<file path="src/rtl/display_pkg.sv">
// Shared constants for the display time-share path: widths, blank mask and
// scheduler state encoding.
package display_pkg;
  localparam int DISP_VALUE_W = 18;
  localparam int DISP_DIGITS  = 4;

  localparam logic [DISP_DIGITS-1:0] BLANK_ALL = 4'b1111;

  localparam logic [1:0] ST_IDLE = 2'd0;
  localparam logic [1:0] ST_SHOW = 2'd1;
  localparam logic [1:0] ST_GAP  = 2'd2;

  function automatic logic [1:0] onehot2(input logic idx);
    return idx ? 2'b10 : 2'b01;
  endfunction
endpackage

</file>
<file path="src/rtl/tick_counter.sv">
// Slow-tick counter shared by the hold and gap phases; hit flags the tick that
// completes LIMIT ticks so the owner can act on the same edge.
module tick_counter #(
  parameter int CNT_W = 4
) (
  input  logic             clk,
  input  logic             rst,
  input  logic             en,
  input  logic             clr,
  input  logic             tick,
  input  logic [CNT_W-1:0] limit,
  output logic             hit
);
  logic [CNT_W-1:0] cnt_q, cnt_d;

  always_comb begin
    cnt_d = cnt_q;
    if (clr) begin
      cnt_d = '0;
    end else if (en && tick) begin
      cnt_d = cnt_q + CNT_W'(1);
    end
  end

  always_ff @(posedge clk) begin
    if (rst) begin
      cnt_q <= '0;
    end else begin
      cnt_q <= cnt_d;
    end
  end

  assign hit = en && tick && (cnt_q == (limit - CNT_W'(1)));
endmodule

</file>
<file path="src/rtl/display_scheduler.sv">
// Round-robin time-share of the 7-segment display between two requesters,
// with a tick-measured hold per grant and an optional blank gap between owners.
module display_scheduler
  import display_pkg::*;
#(
  parameter int VALUE_W    = DISP_VALUE_W,
  parameter int HOLD_TICKS = 8,
  parameter int GAP_TICKS  = 1
) (
  input  logic                   clk,
  input  logic                   rst,
  input  logic                   tick,
  input  logic [1:0]             req,
  input  logic [VALUE_W-1:0]     val0,
  input  logic [VALUE_W-1:0]     val1,
  output logic [1:0]             grant,
  output logic [VALUE_W-1:0]     value,
  output logic [DISP_DIGITS-1:0] anode_d,
  output logic                   done,
  output logic                   busy
);
  localparam int MAX_TICKS = (HOLD_TICKS > GAP_TICKS) ? HOLD_TICKS : GAP_TICKS;
  localparam int CNT_W     = $clog2(MAX_TICKS + 1);
  localparam logic [CNT_W-1:0] HOLD_LIM = CNT_W'(HOLD_TICKS);
  localparam logic [CNT_W-1:0] GAP_LIM  = CNT_W'(GAP_TICKS);

  logic [1:0]             state_q, state_d;
  logic [1:0]             grant_q, grant_d;
  logic                   rr_last_q, rr_last_d;
  logic [VALUE_W-1:0]     value_q, value_d;
  logic [DISP_DIGITS-1:0] blank_q, blank_d;
  logic                   done_q, done_d;

  logic             cnt_en, cnt_clr, cnt_hit;
  logic [CNT_W-1:0] cnt_limit;
  logic             winner, owner;

  // On a tie the requester that did not own the display last time wins.
  assign winner    = (req == 2'b11) ? ~rr_last_q : req[1];
  assign owner     = grant_q[1];
  assign cnt_en    = (state_q == ST_SHOW) || (state_q == ST_GAP);
  assign cnt_limit = (state_q == ST_GAP) ? GAP_LIM : HOLD_LIM;

  tick_counter #(.CNT_W(CNT_W)) u_tick_counter (
    .clk   (clk),
    .rst   (rst),
    .en    (cnt_en),
    .clr   (cnt_clr),
    .tick  (tick),
    .limit (cnt_limit),
    .hit   (cnt_hit)
  );

  always_comb begin
    state_d   = state_q;
    grant_d   = grant_q;
    rr_last_d = rr_last_q;
    value_d   = value_q;
    blank_d   = blank_q;
    done_d    = 1'b0;
    cnt_clr   = 1'b0;
    case (state_q)
      ST_IDLE: begin
        cnt_clr = 1'b1;
        if (|req) begin
          grant_d   = onehot2(winner);
          rr_last_d = winner;
          value_d   = winner ? val1 : val0;
          blank_d   = '0;
          state_d   = ST_SHOW;
        end
      end
      ST_SHOW: begin
        value_d = owner ? val1 : val0;
        // Hold expiry and early release share one end path, so one done pulse.
        if (cnt_hit || !req[owner]) begin
          done_d  = 1'b1;
          grant_d = 2'b00;
          value_d = '0;
          blank_d = BLANK_ALL;
          cnt_clr = 1'b1;
          state_d = (GAP_TICKS > 0) ? ST_GAP : ST_IDLE;
        end
      end
      ST_GAP: begin
        if (cnt_hit) begin
          cnt_clr = 1'b1;
          state_d = ST_IDLE;
        end
      end
      default: begin
        cnt_clr = 1'b1;
        grant_d = 2'b00;
        value_d = '0;
        blank_d = BLANK_ALL;
        state_d = ST_IDLE;
      end
    endcase
  end

  always_ff @(posedge clk) begin
    if (rst) begin
      state_q   <= ST_IDLE;
      grant_q   <= 2'b00;
      rr_last_q <= 1'b1;
      value_q   <= '0;
      blank_q   <= BLANK_ALL;
      done_q    <= 1'b0;
    end else begin
      state_q   <= state_d;
      grant_q   <= grant_d;
      rr_last_q <= rr_last_d;
      value_q   <= value_d;
      blank_q   <= blank_d;
      done_q    <= done_d;
    end
  end

  assign grant   = grant_q;
  assign value   = value_q;
  assign anode_d = blank_q;
  assign done    = done_q;
  assign busy    = (state_q != ST_IDLE);
endmodule

</file>
<file path="config.mk">
export PLATFORM = sky130hd
export DESIGN_NAME = display_scheduler
export DESIGN_NICKNAME = d
export VERILOG_FILES = /design/src/rtl/display_pkg.sv /design/src/rtl/tick_counter.sv /design/src/rtl/display_scheduler.sv
export SDC_FILE = /design/constraint.sdc
export NUM_CORES = 1
export LEC_CHECK = 0
export ABC_AREA = 1
export ABC_CLOCK_PERIOD_IN_PS = 2730
export BUFFER_PORTS_ARGS = -buffer_cell sky130_fd_sc_hd__buf_2
export CORE_AREA = 2 2 79 66
export CTS_BUF_LIST = sky130_fd_sc_hd__clkbuf_8 sky130_fd_sc_hd__clkbuf_16
export DETAILED_ROUTE_END_ITERATION = 10
export DIE_AREA = 0 0 81 68
export MAX_ROUTING_LAYER = met4
export PLACE_DENSITY = 0.75
export SKIP_CTS_REPAIR_TIMING = 1
export SLEW_MARGIN = 20
export SYNTH_ARGS = -nofsm -noshare
export SYNTH_HDL_FRONTEND = slang
export SYNTH_SLANG_ARGS = --single-unit
</file>
<file path="constraint.sdc">
create_clock -name clk -period 2.73 [get_ports clk]
set_input_delay 0.1365 -clock clk [delete_from_list [all_inputs] [get_ports clk]]
set_output_delay 0.1365 -clock clk [all_outputs]
set_load 0.03 [all_outputs]
</file>
# ---- Word-level counts from Yosys, hierarchy flattened
# Index checks and enable logic that the tools add are counted.
dict set report classes {
  n_mux 23
  n_eq_ne 7
  bitwise_logic 3
  reduce_logical 14
  addsub 2
  n_lt_le_gt_ge 1
}
# cell count
set op_table {}
lappend op_table {{$mux W18} 4}
lappend op_table {{$pmux W18 S3} 1}
lappend op_table {{$mux W2} 6}
lappend op_table {{$mux W4} 3}
lappend op_table {{$pmux W2 S3} 2}
lappend op_table {{$pmux W4 S3} 1}
lappend op_table {{$reduce_and A3 Y1} 2}
lappend op_table {{$reduce_or A2 Y1} 3}
lappend op_table {{$mux W1} 5}
lappend op_table {{$add A4 B1 Y4 const B} 1}
lappend op_table {{$eq A2 B2 Y1 const B} 2}
lappend op_table {{$eq A4 B4 Y1} 1}
lappend op_table {{$ne A2 B2 Y1 const B} 2}
lappend op_table {{$reduce_and A2 Y1} 2}
lappend op_table {{$sub A4 B1 Y4 const B} 1}
lappend op_table {{$not A1 Y1} 3}
lappend op_table {{$eq A2 B1 Y1 const B} 1}
lappend op_table {{$logic_and A1 B1 Y1} 2}
lappend op_table {{$logic_not A2 Y1} 1}
lappend op_table {{$logic_or A1 B1 Y1} 2}
lappend op_table {{$lt A1 B2 Y1 const B} 1}
lappend op_table {{$ne A2 B1 Y1 const B} 1}
lappend op_table {{$pmux W1 S2} 1}
lappend op_table {{$reduce_bool A2 Y1} 1}
lappend op_table {{$logic_not A1 Y1} 1}
dict set report totals {
  elab_cells 57
  regBits 32
}

# ---- Longest topological paths before layout
dict set report logic_depth {
  depth_word 9
  ltp_mapped 14
  depth_no_buf 13
}

# ---- Modules after synthesis
# From an unflattened synthesis, not the netlist that was laid out.
dict set report hier_totals {
  cells_unflattened 366
  hier_area_um2 2192.1
}
# mod seq_area_each_um2 area_each_um2 cells_each n_inst
set modules_own_cells {}
lappend modules_own_cells {display_scheduler 500.5 1874.3 314 1}
lappend modules_own_cells {tick_counter 80.1 317.8 52 1}

# ---- Worst setup path after synthesis
# No wires, ideal clock.
dict set report synth_timing {
  path_kind {register -> register}
  startpoint {reg state_q[0]}
  endpoint {reg state_q[0]}
  slack_ps 1097
  stages_incl_launch_ff 13
  required_ps 2617
  arrival_ps 1520
  path_cell_list {dfxtp_1 > inv_1 > ha_1 > nand2_1 > nor2_1 > nand2_2 > buf_6 > nand2_1 > nand2_2 > nor2_4 > nand2_1 > nand2_1 > nor2_1}
}
dict set report synth_via {
  elab_chain_cells 8
}
# item line_no
set synth_rtl {}
lappend synth_rtl {{from (decl)} display_scheduler.sv:27} ;# logic [1:0] state_q, state_d;
lappend synth_rtl {{from (signal assigned)} display_scheduler.sv:110} ;# state_q <= state_d;
lappend synth_rtl {{$eq A2 B2 Y1} {display_scheduler.sv:41, display_scheduler.sv:42, display_scheduler.sv:62}}
lappend synth_rtl {{$mux W4} display_scheduler.sv:42} ;# assign cnt_limit = (state_q == ST_GAP) ? GAP_LIM : HOLD_LIM;
lappend synth_rtl {{$sub A4 B1 Y4} tick_counter.sv:33} ;# assign hit = en && tick && (cnt_q == (limit - CNT_W'(1)));
lappend synth_rtl {{$eq A4 B4 Y1} tick_counter.sv:33}
lappend synth_rtl {{$logic_and A1 B1 Y1} tick_counter.sv:33}
lappend synth_rtl {{$logic_or A1 B1 Y1} display_scheduler.sv:76} ;# if (cnt_hit || !req[owner]) begin
lappend synth_rtl {{$ne A2 B1 Y1 (no source line)} -}
lappend synth_rtl {{$reduce_and A3 Y1 (no source line)} -}
# Several ways; a longest one is shown, not always the timed one.
# A chain may end at the register's enable or synchronous reset.

# ---- Worst setup path after layout
dict set report layout_timing {
  startpoint {reg state_q[0]}
  endpoint {reg grant_q[0] (netlist: grant[0])}
}
dict set report layout_via {
  elab_chain_cells 8
}
# item line_no
set layout_rtl {}
lappend layout_rtl {{$eq A2 B2 Y1} {display_scheduler.sv:41, display_scheduler.sv:42, display_scheduler.sv:62}}
lappend layout_rtl {{$mux W4} display_scheduler.sv:42}
lappend layout_rtl {{$sub A4 B1 Y4} tick_counter.sv:33}
lappend layout_rtl {{$eq A4 B4 Y1} tick_counter.sv:33}
lappend layout_rtl {{$logic_and A1 B1 Y1} tick_counter.sv:33}
lappend layout_rtl {{$logic_or A1 B1 Y1} display_scheduler.sv:76}
lappend layout_rtl {{$ne A2 B1 Y1 (no source line)} -}
lappend layout_rtl {{$reduce_and A3 Y1 (no source line)} -}
lappend layout_rtl {{to (signal assigned)} display_scheduler.sv:111} ;# grant_q <= grant_d;
lappend layout_rtl {{to (decl)} display_scheduler.sv:28} ;# logic [1:0] grant_q, grant_d;
# Several ways; a longest one is shown, not always the timed one.

==> results by group <==
Timing
  – Tmin final: 2.00 ns
  – RSZ-0062 raised after global routing: no
  – Tcrit/Tclk final: 73.3%
  – Worst slew pin tran: 0.768 ns
  – Final max-slew violation count: 0
  – Clock Skews: 0.00788 ns
  – Fin. Hold Viols: 0
  – Final setup vio count: 0
  – Worst slew margin: 48.8%
  – Setup TNS Final: 0 ns
  – FMAX: 500 MHz

Yosys
  – Synth Instances: 291
  – Post-synth top area cell: dfxtp_1
  – Count leader, synth: nand2_1
  – Mapped cell area: 0.00185 mm2
  – Synth Register Bits: 29
  – Top cells by area, synth: dfxtp_1, nand2_1, a22oi_1, nand4_1, a21oi_1
  – Yosys cell types: 21
  – Post-Syn Nets: 337
  – Mean post-synth cell area: 6.34 um2
  – EDFF count, synth: 0
  – Post-synth ARST share: 0%
  – Sequential element share of the synthesized area: 31.5%
  – Area share of the largest cell type after synthesis: 31.5%
  – Yosys Warn Count: 0
  – Synth cell count leaders: nand2_1, dfxtp_1, inv_1, a21oi_1, nand4_1
  – Ys flop type: dfxtp_1

Place
  – Area after DPL: 0.00217 mm2
  – Final GP Congestion: 0.862
  – IO Port Bufs: 66
  – DPL Wire Length: 3540 um
  – Dpl cells: 402

Floorplanning
  – Io pins: 67
  – Starting density of the core: 38.6%
  – Die Area: 0.00551 mm2
  – Die X: 81 um
  – Core ar.: 0.00478 mm2
  – Height of the die: 68 um
  – Rows: 23

Hold path
  – HP Start: tick
  – Hold depth: 4
  – Worst hold endpoint: u_tick_counter.cnt_q[1]
  – Worst Hold Class: in -> reg

Drt
  – Detailed Route WL: 5000 um
  – Antenna-violating nets left: 0
  – Residual DRC count: 0
  – Total vias in the final route: 2062
  – DRT iter0 DRCs: 114
  – Vias per cell: 5.04
  – Routed length per instance: 12.2 um
  – Initial DRT Pass Iterations: 4

Status
  – Status: finished, final reports clean

Final layout
  – Design area: 0.00226 mm2
  – Share of layout cells above drive strength 1: 23.9%
  – Antenna cells: 0
  – Nets: 393
  – Reg area: 581 um2
  – Layout filler cell count: 500
  – Post-Layout Cell Count: 409
  – Fin util: 47.2%
  – Area growth from synthesis to layout: 22.2%
  – Multi-input gate area: 0.00103 mm2

Setup path
  – Type of origin of the critical path: register
  – CP required: 2.90 ns
  – Critical path endpoint category: register
  – Critical Path Fanout Max: 21
  – Worst r2r path cells: 9
  – Critical path type: reg -> reg
  – Reg2Reg Setup Slack: 0.73 ns
  – Reg-to-reg startpoint: state_q[0]
  – Critical path data arrival time: 2.17 ns
  – Reg2reg end: grant[0]

Clock tree
  – CTS H-tree lvls: 2
  – Clock slew at reported path FFs: 0.07 ns
  – Sink Count: 29
  – CTS Buf Count: 5
  – Maximum clock path buffer count: 2
  – CTS root buf: clkbuf_8
  – Skew-Pair Late Insertion Delay: 0.28 ns
  – TritonCTS clock tree: yes

GRT
  – Initial antenna violation count: 0
  – GRT Total Usage: 20.4%
  – Pin count of the biggest net entering global routing: 39
  – Global route overflow: 0
  – Vias in the first global route: 1920
  – Global-route wire length before repair: 8480 um

Pwr
  – Worst vdd ir: 0.494 mV
  – Leakage power: 1.17 nW
  – Pwr dens: 1110 mW/mm2

Job
  – Max-cap viol count: 0
-- cell families (layout without fill, tap and decap cells) --
kind of cell / Yosys count / after routing / synth area share [%]
AOI/OAI and AO/OA: 63 / 63 / 19.5
xor gates and xnor gates: 2 / 2 / 0.949
adders and majority gates: 5 / 5 / 3.39
buffers and inverters: 54 / 110 / 12.9
DFF: 29 / 29 / 31.5
and+or+nand+nor: 138 / 138 / 31.8
-- power by group --
group	switching [W]	internal (W)
clock	0.000160	0.000196
sequential	0.0000805	0.000563
combinational	0.00105	0.000453
-- worst max-delay path by stage --
stage / from / end / slack (ns) / cells past startpoint
6_report: state_q[0] / grant[0] / 0.73 / 9
5_1_grt: state_q[0] / grant[0] / 0.46 / 9
4_1_cts: state_q[0] / grant[0] / 0.72 / 9
3_5_place_dp: state_q[0] / grant[0] / 0.74 / 9
3_3_place_gp: state_q[0] / grant[0] / 0.82 / 9
2_1_floorplan: state_q[0] / state_q[0] / 1.10 / 12
-- through the flow --
step	hold WS, ns	setup WS [ns]	total power [W]
after floorplan	0.282	1.10	0.00183
after CTS	0.201	0.722	0.00251
after global routing	0.274	0.462	0.00275
final	0.197	0.730	0.00250
after global placement	0.439	0.824	0.00213
after detailed placement	0.454	0.744	0.00215
-- flip-flops by register name, indices dropped and copies added, names as in the netlist --
name                  flops
value                    18
u_tick_counter.cnt_q      4
grant                     2
state_q                   2
anode_d                   1
done                      1
rr_last_q                 1
-- area by class of cell --
class,instances,area share [%]
clock buffers,6,3.66
clock inverters,1,0.166
inverters,33,5.49
multi-input cells,208,45.5
flip-flops and latches,29,25.7
well taps,62,3.44
repair buffers,70,16.0
-- placed cells by master, fill, tap and decap left out --
cell,instances
nand2_1,93
buf_2,66
inv_1,30
dfxtp_1,29
a21oi_1,22
nand4_1,19
o21ai_0,18
a22oi_1,18
nor2_1,17
clkbuf_8,6
o21ai_1,5
ha_1,5
nand3_1,4
buf_4,4
inv_2,3
nand2_2,3
xor2_1,2
clkinv_1,1
nor3_1,1
nor2_4,1
-- worst max-delay path, stage by stage (launching register included) --
cell and delay, ns:
dfxtp_1 0.39, inv_1 0.08, ha_1 0.30, nand2_1 0.11, nor2_1 0.16, nand2_2 0.28, nand3_1 0.18, nand2_1 0.13
o21ai_0 0.20, nor2_1 0.06
-- metal layers --
layer | share of wire, % | wire [um] | global-route usage, %
met5 | 0 | 0 | -
met4 | 1.6 | 82 | 8.26
met3 | 11 | 567 | 6.20
met2 | 41 | 2060 | 31.0
met1 | 46 | 2290 | 25.4
Power figures use the tool's default switching activity.
